File: src/rtl/multicycle_add_sequencer.sv
// WIDTH-bit add/subtract built from one shared CHUNK-bit ripple-carry slice,
// stepped over WIDTH/CHUNK beats with the inter-slice carry held in a flop.
module multicycle_add_sequencer #(
  parameter int WIDTH = 64,
  parameter int CHUNK = 32
) (
  input  logic             clk,
  input  logic             rst,
  input  logic             in_valid,
  output logic             in_ready,
  input  logic [WIDTH-1:0] a,
  input  logic [WIDTH-1:0] b,
  input  logic             cin,
  input  logic             sub,
  output logic             out_valid,
  input  logic             out_ready,
  output logic [WIDTH-1:0] sum,
  output logic             cout,
  output logic             busy
);

  localparam int NBEATS = WIDTH / CHUNK;
  localparam int BW     = (NBEATS > 1) ? $clog2(NBEATS) : 1;
  localparam logic [BW-1:0] LAST_BEAT = BW'(NBEATS - 1);

  typedef enum logic [1:0] {IDLE, RUN, DONE} state_e;

  state_e             state_q, state_d;
  logic [WIDTH-1:0]   opa_q, opa_d;
  logic [WIDTH-1:0]   opb_q, opb_d;
  logic [WIDTH-1:0]   sum_q, sum_d;
  logic [BW-1:0]      beat_q, beat_d;
  logic               carry_q, carry_d;
  logic               cout_q, cout_d;

  int unsigned        base;
  logic [CHUNK-1:0]   slice_a, slice_b, slice_s;
  logic               slice_c;

  // The single shared adder slice, steered by the beat counter.
  always_comb begin
    base    = int'(beat_q) * CHUNK;
    slice_a = opa_q[base +: CHUNK];
    slice_b = opb_q[base +: CHUNK];
    {slice_c, slice_s} = {1'b0, slice_a} + {1'b0, slice_b} + (CHUNK+1)'(carry_q);
  end

  always_comb begin
    // NOTE: every signal gets a default before the case so no path leaves one
    // unassigned; otherwise synthesis infers a latch.
    state_d = state_q;
    opa_d   = opa_q;
    opb_d   = opb_q;
    sum_d   = sum_q;
    beat_d  = beat_q;
    carry_d = carry_q;
    cout_d  = cout_q;
    unique case (state_q)
      IDLE: begin
        if (in_valid) begin
          opa_d   = a;
          opb_d   = sub ? ~b : b;
          carry_d = sub ? 1'b1 : cin;
          beat_d  = '0;
          state_d = RUN;
        end
      end
      RUN: begin
        sum_d[base +: CHUNK] = slice_s;
        carry_d              = slice_c;
        if (beat_q == LAST_BEAT) begin
          cout_d  = slice_c;
          state_d = DONE;
        end else begin
          beat_d = beat_q + BW'(1);
        end
      end
      DONE: begin
        if (out_ready) state_d = IDLE;
      end
      default: state_d = IDLE;
    endcase
  end

  // NOTE: sequential state uses non-blocking assignments so every flop samples
  // pre-edge values regardless of statement order.
  always_ff @(posedge clk or posedge rst) begin
    if (rst) begin
      state_q <= IDLE;
      sum_q   <= '0;
      beat_q  <= '0;
      carry_q <= 1'b0;
      cout_q  <= 1'b0;
    end else begin
      state_q <= state_d;
      sum_q   <= sum_d;
      beat_q  <= beat_d;
      carry_q <= carry_d;
      cout_q  <= cout_d;
    end
  end

  // NOTE: operand registers are rewritten on every accept before being read,
  // so they carry no reset and stay plain enable flops.
  always_ff @(posedge clk) begin
    opa_q <= opa_d;
    opb_q <= opb_d;
  end

  assign in_ready  = (state_q == IDLE);
  assign out_valid = (state_q == DONE);
  assign busy      = (state_q != IDLE);
  assign sum       = sum_q;
  assign cout      = cout_q;

endmodule

File: config.mk
export PLATFORM = sky130hd
export DESIGN_NAME = multicycle_add_sequencer
export DESIGN_NICKNAME = d
export VERILOG_FILES = /design/src/rtl/multicycle_add_sequencer.sv
export SDC_FILE = /design/constraint.sdc
export NUM_CORES = 1
export LEC_CHECK = 0
export ABC_CLOCK_PERIOD_IN_PS = 7000
export BUFFER_PORTS_ARGS = -buffer_cell sky130_fd_sc_hd__buf_4
export CAP_MARGIN = 10
export CORE_ASPECT_RATIO = 0.75
export CORE_MARGIN = 5
export CORE_UTILIZATION = 49
export CTS_CLUSTER_SIZE = 10
export DETAILED_ROUTE_END_ITERATION = 8
export PLACE_DENSITY_LB_ADDON = 0.3
export SLEW_MARGIN = 20
export SYNTH_ARGS = -nofsm -noshare
export SYNTH_HDL_FRONTEND = slang
export SYNTH_SLANG_ARGS = --single-unit
File: constraint.sdc
create_clock -name clk -period 7 [get_ports clk]
set_input_delay 0 -clock clk [delete_from_list [all_inputs] [get_ports clk]]
set_output_delay 0 -clock clk [all_outputs]
set_load 0.02 [all_outputs]
Word-level counts from Yosys, hierarchy flattened
Index checks and enable logic that the tools add are counted.
{"block": "word_totals", "reg_bits": 197, "latchBits": 0, "ramBits": 0, "rom_bits": 0, "wordCells": 40, "n_memories": 0}
{"block": "classes", "add_sub_neg": 4, "mul": 0, "div_mod_pow": 0, "n_lt_le_gt_ge": 0, "eq_ne": 5, "n_shift": 4, "mux": 12, "n_bitwise": 1, "n_reduce_logical": 7}
{"op": "64-bit by 7-bit variable part select with 32-bit output", "count": 2}
{"op": "64-bit bitwise mux", "count": 1}
{"op": "64-bit two-way mux", "count": 1}
{"op": "64-bit NOT", "count": 1}
{"op": "32-bit by 34-bit variable shift with 64-bit output, first input constant", "count": 1}
{"op": "32-bit by 34-bit variable part select with 64-bit output", "count": 1}
{"op": "6-bit negation with 34-bit output", "count": 1}
{"op": "32-bit by 32-bit adder with 33-bit output", "count": 1}
{"op": "33-bit by 1-bit adder with 33-bit output", "count": 1}
{"op": "2-bit two-way mux", "count": 3}
{"op": "2-bit case mux with 3 select lines", "count": 1}
{"op": "2-bit AND reduction", "count": 3}
{"op": "1-bit two-way mux", "count": 4}
{"op": "2-bit inequality test, second input constant", "count": 2}
{"op": "1-bit case mux with 2 select lines", "count": 2}
{"op": "2-bit nonzero test", "count": 2}
{"op": "3-bit AND reduction", "count": 1}
{"op": "2-bit by 1-bit == test with 1-bit output, second input constant", "count": 1}
{"op": "2-bit == test, second input constant", "count": 1}
{"op": "2-bit zero test", "count": 1}
{"op": "2-bit by 1-bit inequality test with 1-bit output, second input constant", "count": 1}
{"op": "1-bit adder, second input constant", "count": 1}

Longest topological paths before layout
{"block": "logic_depth", "depth_word": 5, "ltp_mapped": 13}

Worst setup path before layout
Ideal clock, no wire load.
{"block": "synth_timing", "kind": "reg-to-reg", "from": "register state_q[1]", "to": "register opa_q[0] (enable)", "arrival_time_ns": 6.344, "required_time_ns": 6.383, "slack_ns": 0.039, "path_stages_with_launch": 4, "period_less_slack_ns": 6.961, "cell_sequence": "dfrtp_1 > nor2_1 > inv_1 > nor2_1"}
{"block": "synth_between", "elab_chain_cells": 2}
{"element": "start, declared", "line_no": "28", "text": "state_e state_q, state_d;"}
{"element": "start signal, assigned", "line_no": "95", "text": "state_q <= state_d;"}
{"element": "2-bit zero test"}
{"element": "net in_ready", "line_no": "10", "text": "output logic in_ready,"}
{"element": "2-bit AND reduction (no source line)"}
{"element": "end signal, assigned", "line_no": "106", "text": "opa_q <= opa_d;"}
{"element": "end, declared", "line_no": "29", "text": "logic [WIDTH-1:0] opa_q, opa_d;"}
The timed path passes the listed nets, and every way through them passes these cells.
A chain may end at the register's enable or synchronous reset.

Final worst setup path
{"block": "layout_timing", "from": "register beat_q", "to": "register sum_q[54], in the netlist sum[54]"}
{"block": "layout_between", "elab_chain_cells": 5, "elab_cells_between_ends": 8, "cone_classes": "add/sub (3); shift (4); mux (1)"}
{"element": "start, declared", "line_no": "32", "text": "logic [BW-1:0] beat_q, beat_d;"}
{"element": "start signal, assigned", "line_no": "97", "text": "beat_q <= beat_d;"}
{"element": "64-bit by 7-bit variable part select with 32-bit output (on tied branches)", "line_no": "43, 44"}
{"element": "32-bit by 32-bit adder with 33-bit output", "line_no": "45", "text": "{slice_c, slice_s} = {1'b0, slice_a} + {1'b0, slice_b} + (CHUNK+1)'(carry_q);"}
{"element": "33-bit by 1-bit adder with 33-bit output", "line_no": "45"}
{"element": "32-bit by 34-bit variable part select with 64-bit output", "line_no": "69", "text": "sum_d[base +: CHUNK] = slice_s;"}
{"element": "64-bit bitwise mux (*)", "line_no": "69"}
{"element": "end signal, assigned", "line_no": "96", "text": "sum_q <= sum_d;"}
{"element": "end, declared", "line_no": "31", "text": "logic [WIDTH-1:0] sum_q, sum_d;"}
Every way passes the cells marked *; elsewhere a longest branch is shown, timed or not.

==> flow_summary.json <==
{
  "sw_frac_of_total": 0.4241,
  "status": "complete, no violations",
  "cts_max_level": 4,
  "grt_start_max_net_pins": 70,
  "synth_edf_count": 128,
  "cp.required_ns": 7.29,
  "synth_cell_types": 58,
  "cts_tree": "done",
  "synth.avg_cell_area_sq_um": 12.13,
  "setup-violations-final": 0,
  "worst_skew_pair.late_latency_ns": 0.43,
  "first_pass_iters": 5,
  "final.setup.tns_ns": 0,
  "die_h_microns": 132.2,
  "port_buffers": 201,
  "path_common_cell": "fa_1",
  "critPathSlowestCell": "dfrtp_2",
  "synthCells": 804,
  "synth_largest_area_cell": "edfxtp_1",
  "critPathTopFamily": "compound AO/OA/AOI/OAI gates",
  "final_cell_mix": "buf_4 (208), dlygate4sd3_1 (131), edfxtp_1 (128)",
  "synthesis.area_sq_um": 9754,
  "p_leak_nw": 5.691,
  "ys_seq_area_frac": 0.5711,
  "dr_total_vias": 7390,
  "cts.reportedPaths.clkPinSlew_ns": 0.07,
  "crit_arrival_ns": 4.29,
  "ant_nets": 0,
  "power_frac_seq": 0.288,
  "antenna_found_initial": 0,
  "tightest_slew_ns": 1.050,
  "intPower_mw": 3.739,
  "syn-num-nets": 971,
  "clkPwrFrac": 0.175,
  "drt_iter0_drc": 634,
  "power_density_nw_per_um2": 482.1,
  "ys_warn_count": 0,
  "syn_to_final_growth_pct": 38.07,
  "grt_remaining_overflow": 0,
  "crit_chain": "mux2_2 > fa_1 > fa_1 > a21o_1 > a221o_1 > a22o_4 > a21oi_2 > o21bai_1 > xnor2_1 > o21ai_0",
  "power_mw": 6.493,
  "power_frac_comb": 0.537,
  "nNetsFinal": 1283,
  "final_common_cell": "buf_4",
  "grtUsageMet2": 0.3579,
  "via_per_inst": 5.347,
  "period_share": 0.5715,
  "cp_num_buf_inv": 0,
  "grt.busiest_layer": "met2",
  "clock-sinks": 197,
  "drc": 0,
  "dieArea_sq_um": 22860,
  "drive_gt1_frac": 0.2834,
  "max_freq_mhz": 250.0,
  "met1_usage": 0.3315,
  "rsz0062_at_grt": "false",
  "yosysTopAreaCellShare": 0.3940,
  "cts_resized": 0,
  "vdd_drop_max_mv": 0.2356,
  "synth_area_leaders": "edfxtp_1 (39%), dfrtp_1 (18%), mux2_2 (7.5%)",
  "worst_setup_path_end_kind": "register",
  "place_hpwl_microns": 17310,
  "hold_viol": 0,
  "io-pin-count": 202,
  "grt_usage": 0.2309,
  "die_x_microns": 172.9,
  "fin_skew_ns": 0.01244,
  "synth_async_sr_flop_share": 0.3503,
  "drv_slew": 0,
  "switchingPower_mw": 2.753,
  "diodes": 0,
  "hp-class": "primary input to register",
  "start_util": 0.5005,
  "cts_made_buffers": 17,
  "critPathMaxFanout": 24,
  "grt_pass1_vias": 7662,
  "core_sq_um": 19490,
  "crit_type": "register to register",
  "avgRoutedWirePerCell_microns": 19.00,
  "cts_root_buf": "clkbuf_16",
  "slew_headroom": 0.3003,
  "grt_pass1_wl_microns": 41750,
  "start_kind": "register",
  "min_period_ns": 4.000,
  "wl_microns": 26250,
  "place.gp.congestion": 0.8814,
  "fill_cells": 1413,
  "drv_cap": 0,
  "num_rows": 44,
  "grtUsageMet3": 0.05132,
  "cts_buffer_depth": 2,
  "synth_flop_cell": "edfxtp_1",
  "synth-seq-cells": 197,
  "max_stage_delay_ns": 0.74
}
-- sequential cells by signal, summed over array words and instances, names as in the netlist --
name / cells
sum: 64
opb_q: 64
opa_q: 64
cout: 1
carry_q: 1
beat_q: 1
state_q: 2
-- repair_timing --
| action | CTS | global route |
|---|---|---|
| hold buffers | 131 | 0 |
| setup endpoints to repair | 0 | 0 |
| hold endpoints to repair | 200 | 0 |
| setup buffers | 0 | 0 |
-- cells by family after synthesis --
kind of cell,synth area share
xor+xnor,0.07542
fa+ha+maj,0.04387
compound gates,0.1170
mux,0.08017
flops,0.5711
simple gates,0.08966
buf+inv,0.02283
-- synth_stat cells, drive strengths merged (2+ instances only) --
cell / n
a2111oi: 2
a211o: 5
a211oi: 4
a21o: 15
a21oi: 34
a221o: 3
and2: 3
and3: 4
buf: 4
clkbuf: 42
dfrtp: 69
edfxtp: 128
fa: 2
ha: 31
inv: 13
mux2: 65
mux2i: 5
nand2: 94
nand2b: 8
nand3: 14
nand4: 12
nand4b: 2
nor2: 21
nor2b: 3
nor3: 14
nor4: 5
o211ai: 5
o21a: 6
o21ai: 65
o21bai: 10
o311ai: 2
o31a: 2
o31ai: 10
or4b: 2
xnor2: 14
xor2: 70
-- per-stage QoR --
stage / setup slack (ns) / area (sq um) / util / hold slack, ns / instances
finish: 3.000 / 13470 / 0.6911 / 0.1417 / 1382
global route: 2.845 / 13470 / 0.6911 / 0.1849 / 1382
CTS: 3.016 / 13470 / 0.6911 / 0.1221 / 1382
detailed placement: 3.050 / 11470 / 0.5887 / 0.1793 / 1219
global placement: 3.089 / 11470 / 0.5887 / 0.1790 / 1219
floorplan: 0.03857 / 9754 / - / 0.09887 / 804
-- worst min-delay path, cell delays in order --
cell and delay (ns):
buf_4 0.08, o31ai_1 0.05, o21ai_0 0.06, o32ai_1 0.09
a221oi_1 0.22
-- layout make-up --
| class | count | area (sq um) | share of cell area |
|---|---|---|---|
| clock buffers | 19 | 442.9 | 0.03289 |
| inverters | 13 | 48.80 | 0.003623 |
| multi-input cells | 548 | 3974 | 0.2951 |
| repair buffers | 339 | 2873 | 0.2133 |
| clock inverters | 13 | 241.5 | 0.01793 |
| well taps | 253 | 316.6 | 0.02350 |
| flip-flops and latches | 197 | 5572 | 0.4137 |
-- power by group through the flow --
stage	registers, mW	logic [mW]	clock network, mW
2_1_floorplan	2.07	2.13	0
3_3_place_gp	1.89	3.31	0
3_5_place_dp	1.89	3.36	0
4_1_cts	1.87	3.45	1.14
5_1_grt	1.91	3.80	1.19
6_report	1.87	3.49	1.13
-- layer usage --
| metal | wire length (microns) | vias up |
|---|---|---|
| met3 | 1665 | 39 |
| met5 | 0 | - |
| met2 | 11730 | 260 |
| met1 | 12370 | 3540 |
| li1 | - | 3551 |
| met4 | 486 | 0 |
-- worst paths after layout --
| path | start | endpoint | slack [ns] | cells after the start |
|---|---|---|---|---|
| min in group asynchronous | rst | sum[37]$_DFFE_PP0P_ | 0.41 | 4 |
| worst max-delay path | beat_q$_DFFE_PP0P_ | sum[54]$_DFFE_PP0P_ | 3.00 | 10 |
| max in group asynchronous | rst | beat_q$_DFFE_PP0P_ | 5.91 | 4 |
| worst min register to register | sum[54]$_DFFE_PP0P_ | sum[54]$_DFFE_PP0P_ | 0.48 | 2 |
| worst min-delay path | cin | carry_q$_DFFE_PP0P_ | 0.14 | 5 |
| worst max register to register | beat_q$_DFFE_PP0P_ | sum[54]$_DFFE_PP0P_ | 3.00 | 10 |
Power figures use the tool's default switching activity.
